===== src/rtl/mac_result_buffer.sv =====
// Circular result FIFO behind the sum-of-squares MAC, with wrap-around tagging and sticky overflow.
// Optional build macro MAC_RESULT_BUFFER_DROP_CNT_EN adds a saturating dropped-sample counter.
module mac_result_buffer #(
  parameter int WIDTH = 20,
  parameter int DEPTH = 8,
  parameter int CNT_W = $clog2(DEPTH) + 1
) (
  input  logic             clk,
  input  logic             reset,
  input  logic [WIDTH-1:0] f_in,
  input  logic             valid_in,
  output logic [WIDTH-1:0] out_data,
  output logic             out_wrap,
  output logic             out_valid,
  input  logic             out_ready,
  output logic [CNT_W-1:0] count,
  output logic             full,
  output logic             empty,
  output logic             overflow,
  input  logic             overflow_clr,
  output logic             drop,
  output logic [7:0]       drop_count
);

  localparam int PTR_W = $clog2(DEPTH);

  logic [WIDTH:0]     mem_r [DEPTH];
  logic [PTR_W-1:0]   rd_ptr_r;
  logic [PTR_W-1:0]   wr_ptr_r;
  logic [CNT_W-1:0]   count_r;
  logic [WIDTH-1:0]   prev_f_r;
  logic               overflow_r;
  logic               drop_r;

  logic               empty_s;
  logic               full_s;
  logic               pop_s;
  logic               push_s;
  logic               drop_s;
  logic               wrap_s;
  logic [CNT_W-1:0]   count_nxt_s;

  // Handshake decode: a pop at full frees the slot the concurrent push lands in.
  always_comb begin
    empty_s     = (count_r == {CNT_W{1'b0}});
    full_s      = (count_r == CNT_W'(DEPTH));
    pop_s       = !empty_s && out_ready;
    push_s      = valid_in && (!full_s || pop_s);
    drop_s      = valid_in && full_s && !pop_s;
    wrap_s      = valid_in && (f_in < prev_f_r);
    count_nxt_s = count_r;
    case ({push_s, pop_s})
      2'b10:   count_nxt_s = count_r + CNT_W'(1);
      2'b01:   count_nxt_s = count_r - CNT_W'(1);
      default: count_nxt_s = count_r;
    endcase
  end

  // Pointer, occupancy, wrap-history and status registers.
  always_ff @(posedge clk or posedge reset) begin
    if (reset) begin
      rd_ptr_r   <= {PTR_W{1'b0}};
      wr_ptr_r   <= {PTR_W{1'b0}};
      count_r    <= {CNT_W{1'b0}};
      prev_f_r   <= {WIDTH{1'b0}};
      overflow_r <= 1'b0;
      drop_r     <= 1'b0;
    end else begin
      if (push_s) wr_ptr_r <= wr_ptr_r + PTR_W'(1);
      if (pop_s)  rd_ptr_r <= rd_ptr_r + PTR_W'(1);
      if (valid_in) prev_f_r <= f_in;
      count_r <= count_nxt_s;
      drop_r  <= drop_s;
      // A wrap in the same cycle as a clear keeps the flag set.
      if (wrap_s)            overflow_r <= 1'b1;
      else if (overflow_clr) overflow_r <= 1'b0;
    end
  end

  // Entry storage; contents are only meaningful behind the occupancy count.
  always_ff @(posedge clk) begin
    if (push_s) mem_r[wr_ptr_r] <= {wrap_s, f_in};
  end

`ifdef MAC_RESULT_BUFFER_DROP_CNT_EN
  logic [7:0] drop_cnt_r;

  // Saturating count of discarded samples, cleared only by reset.
  always_ff @(posedge clk or posedge reset) begin
    if (reset)                             drop_cnt_r <= 8'd0;
    else if (drop_s && drop_cnt_r != 8'd255) drop_cnt_r <= drop_cnt_r + 8'd1;
  end

  assign drop_count = drop_cnt_r;
`else
  assign drop_count = 8'd0;
`endif

  assign out_data  = mem_r[rd_ptr_r][WIDTH-1:0];
  assign out_wrap  = mem_r[rd_ptr_r][WIDTH];
  assign out_valid = !empty_s;
  assign count     = count_r;
  assign empty     = empty_s;
  assign full      = full_s;
  assign overflow  = overflow_r;
  assign drop      = drop_r;

endmodule


===== config.mk =====
export PLATFORM = sky130hd
export DESIGN_NAME = mac_result_buffer
export DESIGN_NICKNAME = d
export VERILOG_FILES = /design/src/rtl/mac_result_buffer.sv
export SDC_FILE = /design/constraint.sdc
export NUM_CORES = 1
export LEC_CHECK = 0
export ABC_AREA = 1
export CAP_MARGIN = 15
export CORE_MARGIN = 4
export CORE_UTILIZATION = 35
export CTS_CLUSTER_DIAMETER = 120
export DETAILED_ROUTE_END_ITERATION = 10
export PLACE_DENSITY_LB_ADDON = 0.08
export SYNTH_ARGS = -nofsm -noshare
export SYNTH_HDL_FRONTEND = slang
export SYNTH_SLANG_ARGS = --single-unit

===== constraint.sdc =====
create_clock -name clk -period 2.55 [get_ports clk]
set_input_delay 0.3825 -clock clk [delete_from_list [all_inputs] [get_ports clk]]
set_output_delay 0.3825 -clock clk [all_outputs]
set_load 0.01 [all_outputs]

==> results of run 1 <==
==> worst max-delay path: cells and delay by family (launching register included) <==
kind,cells,cell delay (ns)
AO/OA/AOI/OAI,2,0.31
buffers and inverters,4,0.66
AND/OR/NAND/NOR,2,0.15
flip-flops,1,0.51
==> routing by layer <==
layer	routed length, um	up-vias	global-route usage
li1	-	2676	-
met1	10210	2768	0.2371
met2	10340	114	0.2659
met3	838	14	0.03061
met4	229	0	0.04575
met5	0	-	0
==> Yosys cell counts <==
cell and n:
nand2_2 2, buf_2 9, nand2_4 2, xor2_1 3, dfrtp_1 32, o21ai_1 11, edfxtp_1 168, fa_1 1
buf_4 9, clkbuf_1 13, inv_1 45, ha_1 23, o21ai_0 95, buf_1 2, nand2_1 133, a21oi_1 6
clkbuf_2 2, buf_6 5, nand3_1 12, conb_1 1, inv_2 1, xnor2_1 1, nor2_1 103, mux2i_1 21
a21boi_0 1, nor2_2 1, or2_4 1, mux2_2 1, a21o_1 1, o22ai_1 21
==> cells by family (layout without fill, tap and decap cells) <==
logic type,after synthesis,in the layout,synth area share
adders and majority gates,24,24,0.03611
and+or+nand+nor,254,254,0.1168
DFF,200,200,0.6857
muxes,22,22,0.02598
other,1,8,0.0004399
buffers and inverters,86,182,0.04785
xor gates and xnor gates,4,4,0.004111
AOI/OAI and AO/OA,135,135,0.08293
==> worst paths after layout <==
kind | from | to | slack, ns | cells past startpoint
setup reg to reg | count[0] | count[3] | 0.55 | 11
setup / recovery | rd_ptr_r[0] | out_data[11] | 0.11 | 8
hold / removal | reset | prev_f_r[8] | 0.36 | 3
min in group clk | overflow | overflow | 0.49 | 2
max in group asynchronous | reset | rd_ptr_r[0] | 1.83 | 3
hold reg to reg | overflow | overflow | 0.49 | 2
==> registers in the layout (all words and copies together), names as in the netlist <==
| register | flops |
|---|---|
| mem_r | 168 |
| prev_f_r | 20 |
| count | 4 |
| rd_ptr_r | 3 |
| wr_ptr_r | 3 |
| drop | 1 |
| overflow | 1 |
==> power breakdown <==
part	switching [mW]	internal, mW	leakage (nW)	total, mW
logic	2.59	1.80	1.93	4.39
clock network	1.21	1.48	0.280	2.69
registers	0.192	4.03	1.91	4.22
==> cell type report <==
class / instances / area [um^2] / area share
clock buffer: 19 / 442.9 / 0.04229
clock inverter: 13 / 145.1 / 0.01386
sequential: 200 / 5848 / 0.5584
inverter: 46 / 175.2 / 0.01672
multi-input combinational: 447 / 2320 / 0.2215
timing repair buffer: 104 / 1144 / 0.1092
tap: 319 / 399.1 / 0.03811
==> through the flow <==
stage | worst slack (ns) | std cells | TNS (ns)
2_1_floorplan | 0.1709 | 733 | 0
3_3_place_gp | 0.2360 | 1108 | 0
3_5_place_dp | 0.2428 | 1108 | 0
4_1_cts | -0.1071 | 1147 | -0.1071
5_1_grt | -0.04756 | 1148 | -0.09768
6_report | 0.1053 | 1148 | 0
==> what timing repair did <==
item,in CTS,in global routing
endpoints found under the setup margin,21,6
gates resized for setup,25,11
setup buffers,3,1
gates cloned,4,0
==> metrics.txt, run 1 <==
synth unique cells=30; clk buf depth=2; share of the synthesized area in the top cell type=0.5918; Slowest Stage Delay on Critical Path=0.51 ns; post-DP HPWL=12630 um; H-tree levels=4; Final setup viols=0; aggregate global-route resource usage=0.1673; Post-Route Utilization=0.4423; die width=164.1 um; Worst Path Required=2.17 ns; vias after detailed routing=5572; cts hold-fix bufs=0; power density over cell area=1079 nW/um^2; ranking of synthesized cells by area=edfxtp_1 59%, dfrtp_1 9.4%, nand2_1 5.9%, o21ai_0 5.6%, nor2_1 4.5%; initial antenna violation count=0; hold_ws=0.3551 ns; sequential share of the synthesized area=0.6857; Worst path slowest cell=dfrtp_2; Worst Path Max Fanout=18; layout cell share with drive strength beyond 1=0.1218; DRT Pass-1 Iters=4; Max Cap Viol=0; Overflow after GRT=0; area grow syn2layout=22.87%; most frequent cells in the layout=168 x edfxtp_1, 133 x nand2_1, 94 x nor2_1, 90 x o21ai_0, 45 x inv_1; Mapped Cells=726; crit path time final=2.445 ns; clock skew=0.01346 ns; RePlAce Congestion=0.8129; die height=164.1 um; status=finished clean; cts bufs inserted=17; Inserted Diodes=0; crit-path most repeated cell=nand2_1; post-synthesis cell area=8524 um^2; initial core utilization=0.3599; vias in the first global route=5623; Crit. End Element=primary output; Final Power=11.31 mW; Ports=63; CP Class=reg2out; clk slew on worst S/H paths=0.07 ns; Port Buf Inserts=54; Seq cells post-synth=200; Final Hold Vio Count=0; vias per inst=4.854; Critical Path AT=2.06 ns; CTS tree=done; DRT antenna net count=0; Routed WL=21620 um; RSZ-0062 raised after global routing=yes; Cell Area, Placed=9731 um^2; Hold Crit Class=in2async; Clk Latency, worst-skew pair=0.44 ns; most common cell after layout, fill and taps aside=edfxtp_1; First DRT Iteration DRCs=452; VDD IR max=0.5311 mV; largest area contributor in the netlist=edfxtp_1; leak pwr=4.125 nW; largest net degree at the start of global routing=53; synth warn=0; Fmax=0.4091 GHz; mean post-synth cell area=11.74 um^2; CP cell instances=inv_4 -> buf_4 -> buf_12 -> o21ai_0 -> o21ai_1 -> nand2_1 -> nand2_1 -> dlygate4sd2_1; final instance area=10470 um^2; CTS root buffer=clkbuf_16; fin nets=865; startpoint types=flip-flop; core area=23680 um^2; mean routed wirelength per cell=18.83 um; Cell Rows=56; global-route wire length before repair=33370 um; period utilisation layout=0.9587; # fillers=2216; drt drc=0; die area=26920 um^2; fin. max-slew vios=0; clk sinks=200
Note: power is estimated with default switching activity, not from simulation.
==> run 2, diff against run 1 <==
Settings changed: SLEW_MARGIN from default to 0.
==> results of run 2 <==
Final layout, timing and power as in run 1 (identical DEF).
==> run 3, diff against run 2 <==
Settings changed: CORE_UTILIZATION 35 to 40, REMOVE_ABC_BUFFERS from default to 1.
==> metrics.txt, run 3 (same netlist as run 1, synthesis figures left out) <==
CP Class=reg2out; # fillers=1833; Routed WL=20040 um; cts bufs inserted=17; clk slew on worst S/H paths=0.07 ns; Reg-to-Reg Start=count[0]; Top reg by flops=mem_r; layout cell share with drive strength beyond 1=0.1269; CTS tree=done; mean routed wirelength per cell=18.05 um; fin nets=871; Setup TNS=0 ns; global-route wire length before repair=31400 um; CP top delay family=buffers and inverters; Clk Latency, worst-skew pair=0.43 ns; VDD IR max=0.5746 mV; DP Cell Count=1067; slack of the worst reg-to-reg path=0.56 ns; period utilisation layout=0.9841; R2R Path End=count[3]; RePlAce Congestion=0.7795; max reg flops=168; Cell Area, Placed=9648 um^2; pre-CTS setup slack=0.1942 ns; core area=21020 um^2; Post-Route Utilization=0.4977; Layout Cells excl Fill=1110; status=finished clean; area grow syn2layout=22.74%; most common cell after layout, fill and taps aside=edfxtp_1; sw power=3.853 mW; Worst Path Required=2.17 ns; leak pwr=4.185 nW; drt drc=0; worst setup margin=0.04052 ns; most frequent cells in the layout=168 x edfxtp_1, 133 x nand2_1, 94 x nor2_1, 91 x o21ai_0, 45 x inv_1; final instance area=10460 um^2; die area=23710 um^2; CP cell instances=clkinv_4 -> buf_16 -> o21ai_0 -> o21ai_1 -> nand2_1 -> nand2_1 -> clkdlybuf4s50_1; initial core utilization=0.4055; Worst Path Max Fanout=25; reg2reg path depth=11; WP buf/inv=3; Clock Power Share=0.252; hold_ws=0.3739 ns; Port Buf Inserts=54; Final setup viols=0; aggregate global-route resource usage=0.1736; post-DP HPWL=12220 um; vias per inst=4.981; die height=154.0 um; fin. max-slew vios=0; RSZ-0062 raised after global routing=yes; DRT Pass-1 Iters=6; Fmax=0.3985 GHz; Crit. End Element=primary output; clk buf depth=2; sw frac=0.3377; startpoint types=flip-flop; Max Cap Viol=0; vias in the first global route=5554; Worst path slowest cell=dfrtp_2; Critical Path AT=2.13 ns; Ports=63; power density over cell area=1091 nW/um^2; vias after detailed routing=5529; Slew @ Worst Pin=0.5207 ns; DRT antenna net count=0; crit path time final=2.509 ns; Final Power=11.41 mW; First DRT Iteration DRCs=335; Inserted Diodes=0; Overflow after GRT=0; crit-path most repeated cell=nand2_1; P_int=7.557 mW; die width=154.0 um; Cell Rows=53; Final Hold Vio Count=0; Comb pwr share=0.378; clock skew=0.009278 ns; Slowest Stage Delay on Critical Path=0.49 ns; largest net degree at the start of global routing=45; initial antenna violation count=0; H-tree levels=4; CTS root buffer=clkbuf_16; Hold Crit Class=in2async; Sequential Power Share=0.370; clk sinks=200; Slew Limit Headroom=0.6529
-- run 3: cell count changes in the layout (fill, tap and decap cells not counted), sizes merged --
cell           delta
clkbuf            +2
bufbuf            -1
inv               -1
clkinvlp          -3
dlymetal6s2s      +4
clkinv            +1
clkdlybuf4s50     +5
clkdlybuf4s15     -1
dlygate4sd2       -8
bufinv            +2
buf               +6
-- run 3: area by class of cell --
cell class | instances | area, um^2 | area share
tap | 275 | 344.1 | 0.03289
multi-input combinational | 447 | 2320 | 0.2217
inverter | 46 | 177.7 | 0.01698
clock inverter | 12 | 188.9 | 0.01806
clock buffer | 20 | 446.7 | 0.04269
sequential | 200 | 5848 | 0.5590
timing repair buffer | 110 | 1137 | 0.1087
-- run 3: routing by layer --
layer | part of all wire | routed length, um | global-route usage
met5 | 0 | 0 | 0
met4 | 0.013 | 252 | 0.04247
met1 | 0.46 | 9305 | 0.2350
met2 | 0.49 | 9839 | 0.2858
met3 | 0.032 | 644 | 0.03968
-- run 3: worst min-delay path, cell delays in order --
cell,delay [ns]
clkdlybuf4s50_1,0.39
inv_1,0.05
buf_4,0.43
-- run 3: power groups by stage --
stage / registers, mW / logic, mW / clock network, mW
6_report: 4.22 / 4.31 / 2.88
5_1_grt: 4.26 / 4.76 / 3.08
4_1_cts: 4.22 / 4.25 / 2.92
3_5_place_dp: 4.28 / 4.13 / 0
3_3_place_gp: 4.27 / 4.10 / 0
2_1_floorplan: 4.52 / 1.92 / 0
-- run 3: how the worst max path moves through the flow --
stage | start | to | slack (ns) | cells past startpoint
3_3_place_gp | f_in[18] | mem_r[2][20] | 0.26 | 9
2_1_floorplan | rd_ptr_r[0] | out_data[0] | -0.88 | 5
4_1_cts | rd_ptr_r[0] | out_data[4] | -0.04 | 7
6_report | rd_ptr_r[0] | out_data[8] | 0.04 | 7
5_1_grt | rd_ptr_r[0] | out_data[19] | -0.1 | 7
3_5_place_dp | valid_in | count[3] | 0.19 | 11
-- run 3: timing repair --
item	CTS	global route
gates resized for setup	21	20
setup endpoints to repair	20	10
hold buffers	0	0
gates cloned	2	0
endpoints found under the hold margin	0	0
buffers inserted	2	7
pin swaps	0	0
